### config.mk
export PLATFORM = sky130hd
export DESIGN_NAME = lfsr_rng
export DESIGN_NICKNAME = d
export VERILOG_FILES = /design/src/rtl/lfsr_rng_pkg.sv /design/src/rtl/lfsr_rng_core.sv /design/src/rtl/lfsr_rng.sv
export SDC_FILE = /design/constraint.sdc
export NUM_CORES = 1
export LEC_CHECK = 0
export CORE_MARGIN = 2
export CORE_UTILIZATION = 54
export CTS_CLUSTER_SIZE = 25
export DETAILED_ROUTE_END_ITERATION = 10
export HOLD_SLACK_MARGIN = 0.08
export PLACE_DENSITY = 0.84
export SYNTH_ARGS = -nofsm -noshare
export SYNTH_HDL_FRONTEND = slang
export SYNTH_SLANG_ARGS = --single-unit
### constraint.sdc
create_clock -name CLK -period 3.2 [get_ports CLK]
set_input_delay 0.32 -clock CLK [delete_from_list [all_inputs] [get_ports CLK]]
set_output_delay 0.32 -clock CLK [all_outputs]
set_load 0.05 [all_outputs]
### src/rtl/lfsr_rng_pkg.sv
`timescale 1ns/1ps
// lfsr_rng_pkg: shared types and constants for the lfsr_rng generator.
//   rng_state_e    - handshake FSM encoding (IDLE / GATHER / READY)
//   LEGAL_WIDTHS   - LFSR widths that have a maximal-length tap set below
//   tap_mask()     - W-bit tap mask (bit i set = tap at 1-based position i+1)
//   is_legal_width - true when w is one of LEGAL_WIDTHS
package lfsr_rng_pkg;

  typedef enum logic [1:0] {
    IDLE   = 2'd0,
    GATHER = 2'd1,
    READY  = 2'd2
  } rng_state_e;

  localparam int LEGAL_WIDTHS [4] = '{32'd8, 32'd16, 32'd24, 32'd32};

  // Maximal-length XNOR taps (xapp210), converted from 1-based positions.
  function automatic logic [31:0] tap_mask(input int w);
    logic [31:0] m;
    case (w)
      32'd8:   m = 32'h0000_00B8;  // 8,6,5,4
      32'd16:  m = 32'h0000_D008;  // 16,15,13,4
      32'd24:  m = 32'h00E1_0000;  // 24,23,22,17
      32'd32:  m = 32'h8020_0003;  // 32,22,2,1
      default: m = 32'h0000_0000;
    endcase
    return m;
  endfunction

  function automatic logic is_legal_width(input int w);
    logic ok;
    ok = 1'b0;
    for (int i = 0; i < 4; i++) begin
      if (LEGAL_WIDTHS[i] == w) begin
        ok = 1'b1;
      end else begin
        ok = ok;
      end
    end
    return ok;
  endfunction

endpackage

### src/rtl/lfsr_rng_core.sv
`timescale 1ns/1ps
// lfsr_core: W-bit XNOR Fibonacci LFSR state register.
//   CLK, RST      - clock, asynchronous active-high reset (state <= SEED)
//   EN            - advance one step this cycle
//   LOAD, SEED_IN - synchronous seed load, wins over EN; an all-ones seed
//                   (the XNOR lock-up state) is replaced by SEED
//   state_next    - value the register takes on the next edge, so the
//                   consumer can capture a freshly stepped word in the same
//                   cycle it is produced
module lfsr_core
  import lfsr_rng_pkg::*;
#(
  parameter int          W    = 32,
  parameter logic [31:0] SEED = 32'h6B1C_CA14
) (
  input  logic         CLK,
  input  logic         RST,
  input  logic         EN,
  input  logic         LOAD,
  input  logic [W-1:0] SEED_IN,
  output logic [W-1:0] state_next
);

  localparam logic [W-1:0] TAPS     = W'(tap_mask(W));
  localparam logic [W-1:0] SEED_W   = SEED[W-1:0];
  localparam logic [W-1:0] ALL_ONES = {W{1'b1}};

  if (!is_legal_width(W)) begin : g_bad_width
    $error("lfsr_core: W must be one of 8, 16, 24, 32");
  end

  logic [W-1:0] state_r;
  logic [W-1:0] next_s;
  logic         fb_s;

  // Feedback and LOAD > step > hold selection of the next state.
  always_comb begin
    fb_s = ~(^(state_r & TAPS));
    if (LOAD) begin
      if (SEED_IN == ALL_ONES) begin
        next_s = SEED_W;
      end else begin
        next_s = SEED_IN;
      end
    end else if (EN) begin
      next_s = {state_r[W-2:0], fb_s};
    end else begin
      next_s = state_r;
    end
  end

  // LFSR state register.
  always_ff @(posedge CLK or posedge RST) begin
    if (RST) begin
      state_r <= SEED_W;
    end else begin
      state_r <= next_s;
    end
  end

  assign state_next = next_s;

endmodule

### src/rtl/lfsr_rng.sv
`timescale 1ns/1ps
// lfsr_rng: LFSR random-word generator with REQ/VALID/ACK handshake.
//   CLK, RST  - clock, asynchronous active-high reset
//   EN        - LFSR step enable (free-runs in every FSM state)
//   LOAD      - seed load; also abandons any pending or unconsumed word
//   SEED_IN   - seed value used by LOAD
//   REQ, ACK  - request a word / accept the presented word
//   RANDOM    - OUT_W-bit word, stable while VALID
//   VALID     - RANDOM holds an unconsumed word (READY)
//   BUSY      - collecting fresh shifts (GATHER)
// Each word is taken after OUT_W counted steps, so successive words never
// share LFSR bits.
module lfsr_rng
  import lfsr_rng_pkg::*;
#(
  parameter int          W     = 32,
  parameter int          OUT_W = 4,
  parameter logic [31:0] SEED  = 32'h6B1C_CA14
) (
  input  logic             CLK,
  input  logic             RST,
  input  logic             EN,
  input  logic             LOAD,
  input  logic [W-1:0]     SEED_IN,
  input  logic             REQ,
  input  logic             ACK,
  output logic [OUT_W-1:0] RANDOM,
  output logic             VALID,
  output logic             BUSY
);

  localparam int               CNT_W    = $clog2(OUT_W + 1);
  localparam logic [CNT_W-1:0] CNT_LAST = CNT_W'(OUT_W - 1);

  if (OUT_W < 1 || OUT_W > W) begin : g_bad_out_w
    $error("lfsr_rng: OUT_W must lie in 1..W");
  end

  rng_state_e       state_r, state_nx_s;
  logic [CNT_W-1:0] cnt_r, cnt_nx_s;
  logic [OUT_W-1:0] random_r, random_nx_s;
  logic             valid_r, valid_nx_s;
  logic             busy_r, busy_nx_s;
  logic [W-1:0]     lfsr_next_s;

  lfsr_core #(
    .W    (W),
    .SEED (SEED)
  ) u_core (
    .CLK        (CLK),
    .RST        (RST),
    .EN         (EN),
    .LOAD       (LOAD),
    .SEED_IN    (SEED_IN),
    .state_next (lfsr_next_s)
  );

  // FSM, step counter and registered outputs.
  always_ff @(posedge CLK or posedge RST) begin
    if (RST) begin
      state_r  <= IDLE;
      cnt_r    <= '0;
      random_r <= '0;
      valid_r  <= 1'b0;
      busy_r   <= 1'b0;
    end else begin
      state_r  <= state_nx_s;
      cnt_r    <= cnt_nx_s;
      random_r <= random_nx_s;
      valid_r  <= valid_nx_s;
      busy_r   <= busy_nx_s;
    end
  end

  // Next FSM state, counter and captured word.
  always_comb begin
    state_nx_s  = state_r;
    cnt_nx_s    = cnt_r;
    random_nx_s = random_r;
    if (LOAD) begin
      // A new seed invalidates anything derived from the old sequence;
      // RANDOM itself is left as it was.
      state_nx_s = IDLE;
      cnt_nx_s   = '0;
    end else begin
      case (state_r)
        IDLE: begin
          if (REQ) begin
            state_nx_s = GATHER;
            cnt_nx_s   = '0;
          end else begin
            state_nx_s = IDLE;
          end
        end
        GATHER: begin
          if (EN) begin
            if (cnt_r == CNT_LAST) begin
              // This step is the OUT_W-th: take the post-step bits.
              random_nx_s = lfsr_next_s[OUT_W-1:0];
              state_nx_s  = READY;
              cnt_nx_s    = '0;
            end else begin
              cnt_nx_s = cnt_r + CNT_W'(1);
            end
          end else begin
            cnt_nx_s = cnt_r;
          end
        end
        READY: begin
          if (ACK) begin
            state_nx_s = REQ ? GATHER : IDLE;
            cnt_nx_s   = '0;
          end else begin
            state_nx_s = READY;
          end
        end
        default: begin
          state_nx_s = IDLE;
          cnt_nx_s   = '0;
        end
      endcase
    end
  end

  // Output decode from the next state so VALID/BUSY come straight from flops.
  always_comb begin
    valid_nx_s = 1'b0;
    busy_nx_s  = 1'b0;
    case (state_nx_s)
      GATHER:  busy_nx_s  = 1'b1;
      READY:   valid_nx_s = 1'b1;
      default: begin
        valid_nx_s = 1'b0;
        busy_nx_s  = 1'b0;
      end
    endcase
  end

  assign RANDOM = random_r;
  assign VALID  = valid_r;
  assign BUSY   = busy_r;

endmodule
# [Word-level counts from Yosys, hierarchy flattened]
# Cells that the tools add are included.
[word_totals] register_bits=43 inputBits=38 out_inout_bits=6 wordCells=41
[op_classes] add_sub_neg=1 eq_ne=9 n_mux=17 n_bitwise=2 n_reduce_logical=5
[op_table] cell="$mux 32" n=3
[op_table] cell="$eq 32x32->1 const B" n=1
[op_table] cell="$reduce_xor 32->1" n=1
[op_table] cell="$mux 3" n=5
[op_table] cell="$ne 3x3->1 const B" n=3
[op_table] cell="$pmux 3 s3" n=1
[op_table] cell="$mux 2" n=4
[op_table] cell="$pmux 2 s3" n=1
[op_table] cell="$eq 2x1->1 const B" n=2
[op_table] cell="$eq 2x2->1 const B" n=2
[op_table] cell="$reduce_and 4->1" n=1
[op_table] cell="$add 3x1->3 const B" n=1
[op_table] cell="$eq 3x2->1 const B" n=1
[op_table] cell="$mux 1" n=3
[op_table] cell="$reduce_and 3->1" n=1
[op_table] cell="$logic_not 2->1" n=1
[op_table] cell="$not 1->1" n=2
[op_table] cell="$reduce_bool 2->1" n=1

# [Depth between registers and ports, before layout]
# Gate-level depths: netlist (run 1).
[logic_depth] ltp_word=7 mapped_depth=6

# [Modules after synthesis]
# Synthesis (run 1) repeated with hierarchy kept, for this count alone.
[hier_totals] cells_unflattened=200 area_unflattened_um2=2234.6
[modules_own_cells] module="lfsr_core" n_inst=1 cells_each=154 area_each_um2=1695.4 seq_area_each_um2=818.3
[modules_own_cells] module="lfsr_rng" n_inst=1 cells_each=46 area_each_um2=539.3 seq_area_each_um2=275.3

# [Worst setup path before layout (run 1)]
# No wires, ideal clock.
[synth_path] path_type="reg2reg" from="register cnt_r[0]" to="register random_r[0] (netlist: RANDOM[0])" setup_ns=0.125 arrival_time_ns=1.416 path_slack_ns=1.660 path_stages_with_launch=7 n_path_buf=1 period_less_slack_ns=1.540 path_cell_list="dfrtp_1 > ha_1 > and2b_1 > nand2_1 > or3_1 > clkbuf_1 > mux2_2"
[synth_via] elab_chain_len=2
[synth_lines] item="start, declared" line_no="lfsr_rng.sv:40" text="logic [CNT_W-1:0] cnt_r, cnt_nx_s;"
[synth_lines] item="start signal, assigned" line_no="lfsr_rng.sv:68" text="cnt_r <= cnt_nx_s;"
[synth_lines] item="$eq 3x2->1" line_no="lfsr_rng.sv:97" text="if (cnt_r == CNT_LAST) begin"
[synth_lines] item="$reduce_and 4->1 (no source line)"
[synth_lines] item="end signal, assigned" line_no="lfsr_rng.sv:69" text="random_r <= random_nx_s;"
[synth_lines] item="end, declared" line_no="lfsr_rng.sv:41" text="logic [OUT_W-1:0] random_r, random_nx_s;"
# No other way between the ends.
# A chain may end at the register's enable or synchronous reset.

# [Final worst setup path (run 1)]
[layout_path] from="input SEED_IN[24]" to="register u_core.state_r[1]"
[layout_via] elab_chain_len=3
[layout_lines] item="start, declared" line_no="lfsr_rng.sv:24" text="input logic [W-1:0] SEED_IN,"
[layout_lines] item="$eq 32x32->1" line_no="lfsr_rng_core.sv:40" text="if (SEED_IN == ALL_ONES) begin"
[layout_lines] item="$mux 32" line_no="lfsr_rng_core.sv:40"
[layout_lines] item="$mux 32" line_no="lfsr_rng_core.sv:39" text="if (LOAD) begin"
[layout_lines] item="via lfsr_next_s[1]" line_no="lfsr_rng.sv:44" text="logic [W-1:0] lfsr_next_s;"
[layout_lines] item="end signal, assigned" line_no="lfsr_rng_core.sv:57" text="state_r <= next_s;"
[layout_lines] item="end, declared" line_no="lfsr_rng_core.sv:32" text="logic [W-1:0] state_r;"
# The timed path passes the listed nets, and every way through them passes these cells.

==> results of run 1 <==
[placed cells by master (no fill, tap or decap), types with 2 or more instances in the layout]
master	instances
or4_4	2
or3_1	2
clkbuf_8	5
buf_4	3
clkdlybuf4s50_1	41
nand4_1	8
dfrtp_1	29
dfstp_2	14
mux2_2	6
mux2i_1	31
o22ai_1	18
o21ai_0	13
a21oi_1	3
nand2_1	35
clkinv_2	3
inv_1	3
nor2_1	6
nand2b_1	2
buf_2	2
[final cells by class]
| cell class | count | area [sq um] |
|---|---|---|
| tap | 48 | 60.1 |
| inverter | 3 | 11.3 |
| fill | 273 | 1080 |
| timing repair buffer | 46 | 443 |
| multi-input combinational | 138 | 948 |
| sequential | 43 | 1090 |
| clock inverter | 3 | 15.0 |
| clock buffer | 5 | 68.8 |
[sequential cells by signal, summed over array words and instances (netlist names)]
name and flops:
state_r 2, VALID 1, cnt_r 3, u_core.state_r 32, RANDOM 4, BUSY 1
[where the power goes]
| group | total (W) | switching (W) | internal [W] |
|---|---|---|---|
| Clock | 0.000324 | 0.000175 | 0.000149 |
| Sequential | 0.000633 | 0.0000297 | 0.000604 |
| Combinational | 0.000200 | 0.0000942 | 0.000106 |
| Total | 0.00116 | 0.000299 | 0.000859 |
[cells by family after synthesis]
group / after synthesis / synth area share
buffers and inverters: 17 / 0.0377
adders and majority gates: 1 / 0.00590
AOI/OAI and AO/OA: 37 / 0.101
muxes: 37 / 0.178
DFF: 43 / 0.515
xor gates and xnor gates: 2 / 0.0147
and+or+nand+nor: 61 / 0.147
[worst paths after layout]
kind	startpoint	end	slack [ns]
max	SEED_IN[24]	u_core.state_r[1]	1.39
min	LOAD	RANDOM[3]	0.44
max reg2reg	cnt_r[0]	RANDOM[2]	1.56
min reg2reg	RANDOM[1]	RANDOM[1]	0.52
max in group asynchronous	RST	u_core.state_r[11]	2.38
min in group asynchronous	RST	VALID	0.46
[through the flow]
stage	area (sq um)	hold WS (ns)	cells
final	2640	0.442	286
after global routing	2640	0.464	286
after floorplan	2120	0.427	198
after global placement	2560	0.502	278
after detailed placement	2560	0.506	278
after CTS	2640	0.440	286
[worst reg2reg max path, cell delays in order, from the launching register on]
cell and delay [ns]:
dfrtp_1 0.37, ha_1 0.17, and2b_1 0.18, nand2_1 0.09
or3_1 0.42, mux2_2 0.30
[per-layer routing]
metal | vias to the layer above | track usage
li1 | 791 | -
met1 | 792 | 0.271
met2 | 49 | 0.363
met3 | 6 | 0.0456
met4 | 0 | 0.0944
met5 | - | 0
==> impl_metrics.csv, run 1 <==
group,metric,value,unit
outcome,outcome,"finished clean",
sta,setup_tns,0,ns
placed_design,hpwl,3.06,mm
drt,drtAntennaViolNets,0,
sta,drv_slew,0,
sta,hold_violations,0,
cts,clockBufferDepth,2,
drt,wl_met1,1.96,mm
sta,fin_skew,0.00709,ns
die,num_rows,22,
synthesis,yosys.area.top_type,"dfrtp_1",
sta,fin_crit_sh,0.566,
synthesis,synthTopCellsByArea,"dfrtp_1 (34%), dfstp_2 (17%), mux2i_1 (15%), nand2_1 (6.2%), o22ai_1 (5.3%)",
synthesis,syn-num-nets,237,
finish,final_util,0.710,
cts,path_clk_slew,0.07,ns
sta,slew_headroom,0.593,
global_route,first_global_vias,1626,
cts,ctsHoldBuffers,0,
drt,wl_met3,242,um
power,power,0.00116,W
drt,routedWlPerCell,15.1,um
worst_setup_path,r2r_cells,5,
global_route,grt_pass1_wl,7.15,mm
drt,viasPerCell,5.73,
die,coreArea,0.00372,sq mm
finish,antenna_cells,0,
synthesis,async_flop_share,1.00,
power,p_leak,1.19,nW
cts,clock_latency,0.29,ns
worst_setup_path,worstPathRequired,3.34,ns
cts,h-tree-depth,2,
synthesis,yosysSeqAreaShare,0.515,
global_route,grt_max_degree,72,
die,ioPinCount,44,
die,die_y,66.7,um
worst_setup_path,cp-start-kind,"input port",
cts,cts-root-buf,"clkbuf_8",
synthesis,synth_edf_count,0,
sta,setup_viol,0,
synthesis,syn_inst,198,
sta,tightest_slew,0.610,ns
die,die_w,66.7,um
global_route,grt_usage,0.217,
worst_setup_path,crit_fanout,18,
sta,min_period,1.81,ns
cts,cts_tree,"built",
synthesis,synth-main-ff-cell,"dfrtp_1",
drt,drc,0,
hold_path,min_path_cells,3,
power,power_density,439,mW/mm^2
sta,fmax,552,MHz
finish,syn_to_final_growth,24.4,%
worst_setup_path,path_depth,5,
hold_path,hp-class,"in -> reg",
global_route,antenna_found_initial,0,
drt,highest_layer,"met4",
die,die-area,0.00445,sq mm
worst_setup_path,max_stage_delay,0.60,ns
worst_setup_path,cp-end-kind,"register",
finish,nets,276,
cts,clock-sinks,43,
sta,fin_ws,1.39,ns
finish,layout-drive-gt1-share,0.151,
synthesis,netlist_area,0.00212,sq mm
drt,drt_pass1_iterations,4,
synthesis,syn_avg_cell_area,10.7,sq um
global_route,overflow,0,
synthesis,ys_seq_elements,43,
drt,drt-total-wl,4.32,mm
placed_design,gp_congestion,0.737,
worst_setup_path,crit_buf_inv,1,
drt,met2_length,2.04,mm
synthesis,ys_types,29,
cts,cts_buffers,5,
placed_design,dpl_worst_slack,1.09,ns
cts,cts-resized-gates,0,
drt,drt_iter0_drc,121,
worst_setup_path,worst-setup-path-type,"in -> reg",
synthesis,yosysMostFrequentCell,"nand2_1",
die,initial_core_util,0.571,
cts,post-cts-setup-buffers,0,
worst_setup_path,slowest_stage,"or4_4",
worst_setup_path,cp_cell_sequence,"clkdlybuf4s50_1, nand4_1, or4_4, nor2_8, o22ai_1",
synthesis,synth_top_cell_area_share,0.342,
worst_setup_path,crit_family,"simple AND/OR/NAND/NOR gates",
flow_run,max_cap_violations,0,
placed_design,port-buffer-count,43,
worst_setup_path,cp.arrival,1.95,ns
sta,rsz0062_at_grt,"no",
synthesis,ys_top_cells_by_count,"nand2_1 (35), mux2i_1 (31), dfrtp_1 (29)",
power,ir_drop,0.000207,V
synthesis,synth_warnings,0,
drt,vias,1638,
Power figures use the tool's default switching activity.
==> run 2: changes to the inputs <==
Settings changed: CORE_UTILIZATION 54 to 46, PLACE_DENSITY 0.84 to 0.76.
Clock period 3.2 ns to 1.55 ns, I/O delays scaled along.
==> run 2 against run 1 <==
The flow now finishes with violations (setup timing). Core utilization shrank 5.8 points. Clock power rose to 2.6 times the previous value. Worst hold slack got worse by 0.31 ns. Power increased by 120%. Flip-flop and latch count is the same. Largest power group unchanged. Die area is 16% higher. Critical path depth unchanged. First-iteration DRC count shrank 15%. Sequential share of layout area is 3.5 points lower. Register-to-register slack lost 1.6 ns.
==> impl_metrics.csv, run 2 (synthesis gave the netlist of run 1 again) <==
group,metric,value,unit
hold_path,min_path_cells,3,
sta,setup_viol,5,
finish,layout_common_cells,"nand2_1 (34), mux2i_1 (31), dfrtp_1 (29)",
sta,tightest_slew,0.315,ns
drt,drt_pass1_iterations,4,
cts,cts_tree,"built",
die,initial_core_util,0.481,
global_route,overflow,0,
cts,path_clk_slew,0.08,ns
worst_setup_path,r2r_cells,5,
sta,fmax,636,MHz
power,power_density,902,mW/mm^2
global_route,antenna_found_initial,0,
worst_setup_path,cp-start-kind,"register",
worst_setup_path,cp_cell_sequence,"ha_2, and2b_2, nand2_2, or3_4, mux2_2",
sta,fin_skew,0.00934,ns
cts,cts_buffers,5,
finish,largest_register_ff_count,32,
global_route,grt_pass1_wl,7.74,mm
drt,drc,0,
die,die_y,71.9,um
cts,clock-sinks,43,
global_route,grt_max_degree,72,
finish,final_util,0.653,
sta,rsz0062_at_grt,"yes",
worst_setup_path,worstPathRequired,1.74,ns
drt,vias,1693,
cts,clockBufferDepth,2,
global_route,grt_usage,0.192,
outcome,failed_checks,"setup timing",
worst_setup_path,cp.arrival,1.76,ns
cts,clock_latency,0.29,ns
finish,layout_commonest_cell,"nand2_1",
drt,viasPerCell,5.50,
sta,drv_slew,0,
outcome,outcome,"finished, violations left",
placed_design,port-buffer-count,43,
cts,ctsHoldBuffers,0,
sta,slew_headroom,0.790,
placed_design,hpwl,3.02,mm
sta,fin_ws,-0.0229,ns
die,coreArea,0.00441,sq mm
die,die-area,0.00517,sq mm
finish,antenna_cells,0,
die,die_w,71.9,um
worst_setup_path,crit-reg2reg-capture,"RANDOM[2]",
worst_setup_path,rrSetupSlack,-0.02,ns
worst_setup_path,timing.rr.start,"cnt_r[0]",
die,num_rows,24,
sta,min_period,1.57,ns
sta,hold_violations,0,
hold_path,hp-class,"in -> reg",
hold_path,hold_start,"SEED_IN[11]",
finish,largest_register,"u_core.state_r",
finish,fillers,351,
cts,cts-root-buf,"clkbuf_8",
finish,layout-drive-gt1-share,0.254,
worst_setup_path,setup.worst_path.start,"cnt_r[0]",
cts,h-tree-depth,2,
finish,nets,294,
drt,drtAntennaViolNets,0,
drt,drt_iter0_drc,103,
power,ir_drop,0.000454,V
worst_setup_path,cp-end-kind,"register",
worst_setup_path,crit_fanout,4,
drt,routedWlPerCell,15.1,um
flow_run,max_cap_violations,0,
finish,syn_to_final_growth,35.8,%
power,p_leak,1.41,nW
die,ioPinCount,44,
sta,fin_crit_sh,1.01,
placed_design,dpl_worst_slack,-0.368,ns
worst_setup_path,max_stage_delay,0.38,ns
hold_path,worst_hold_path.endpoint,"u_core.state_r[11]",
worst_setup_path,slowest_stage,"dfrtp_1",
worst_setup_path,worst-setup-path-type,"reg -> reg",
placed_design,gp_congestion,0.768,
drt,drt-total-wl,4.64,mm
global_route,first_global_vias,1653,
[run 2: changes by cell type in the layout (fill, tap and decap cells not counted), moves of 2 or more]
cell and change:
a21oi_1 -2, nor2_4 +3, dlymetal6s2s_1 +13, a21oi_2 +2, buf_12 +2, buf_4 +18, clkbuf_1 +2, clkdlybuf4s50_1 -19
clkinv_2 -3
[run 2: power breakdown]
group / total [W] / switching (W) / internal [W] / leakage [nW]
logic: 0.000436 / 0.000196 / 0.000240 / 0.843
clock network: 0.000852 / 0.000370 / 0.000482 / 0.0524
registers: 0.00131 / 0.0000649 / 0.00125 / 0.512
[run 2: worst max-delay path, delay by kind of cell, from the launching register on]
| kind | cells | cell delay (ns) |
|---|---|---|
| flops | 1 | 0.38 |
| fa+ha+maj | 1 | 0.20 |
| mux | 1 | 0.28 |
| simple gates | 3 | 0.60 |
[run 2: what timing repair did]
action                     4_1_cts  5_1_grt
gates resized for setup          3       19
pin swaps                        3       12
setup buffers                    0        1
cloned                           2        1
setup endpoints to repair       23       22
[run 2: through the flow]
| stage | cells | hold WS, ns | total power (W) | TNS, ns | area, sq um |
|---|---|---|---|---|---|
| floorplan | 198 | 0.262 | 0.00157 | 0 | 2120 |
| global placement | 296 | 0.503 | 0.00176 | -6.26 | 2680 |
| detailed placement | 296 | 0.504 | 0.00177 | -6.46 | 2680 |
| CTS | 306 | 0.226 | 0.00262 | 0 | 2810 |
| global route | 308 | 0.158 | 0.00273 | -0.340 | 2880 |
| finish | 308 | 0.127 | 0.00260 | -0.0711 | 2880 |
[run 2: layer usage]
layer | GRT usage | part of all wire | up-vias
met1 | 0.269 | 0.47 | 835
met4 | 0.0503 | 0.0097 | 0
met5 | 0 | 0 | -
met2 | 0.308 | 0.49 | 29
li1 | - | - | 825
met3 | 0.0389 | 0.036 | 4
[run 2: cell type report]
| type | count | area (sq um) | share of cell area |
|---|---|---|---|
| Inverter | 3 | 11.3 | 0.00391 |
| Clock buffer | 7 | 76.3 | 0.0265 |
| Tap cell | 52 | 65.1 | 0.0226 |
| Sequential cell | 43 | 1090 | 0.380 |
| Multi-Input combinational cell | 141 | 1000 | 0.348 |
| Timing Repair Buffer | 61 | 602 | 0.209 |
| Clock inverter | 1 | 30.0 | 0.0104 |
[run 2: how the worst max path moves through the flow]
stage / cells after the start / end
after global placement: 5 / u_core.state_r[0]
after global routing: 5 / RANDOM[2]
after CTS: 4 / cnt_r[1]
after floorplan: 6 / RANDOM[0]
after detailed placement: 5 / u_core.state_r[16]
final: 5 / RANDOM[2]
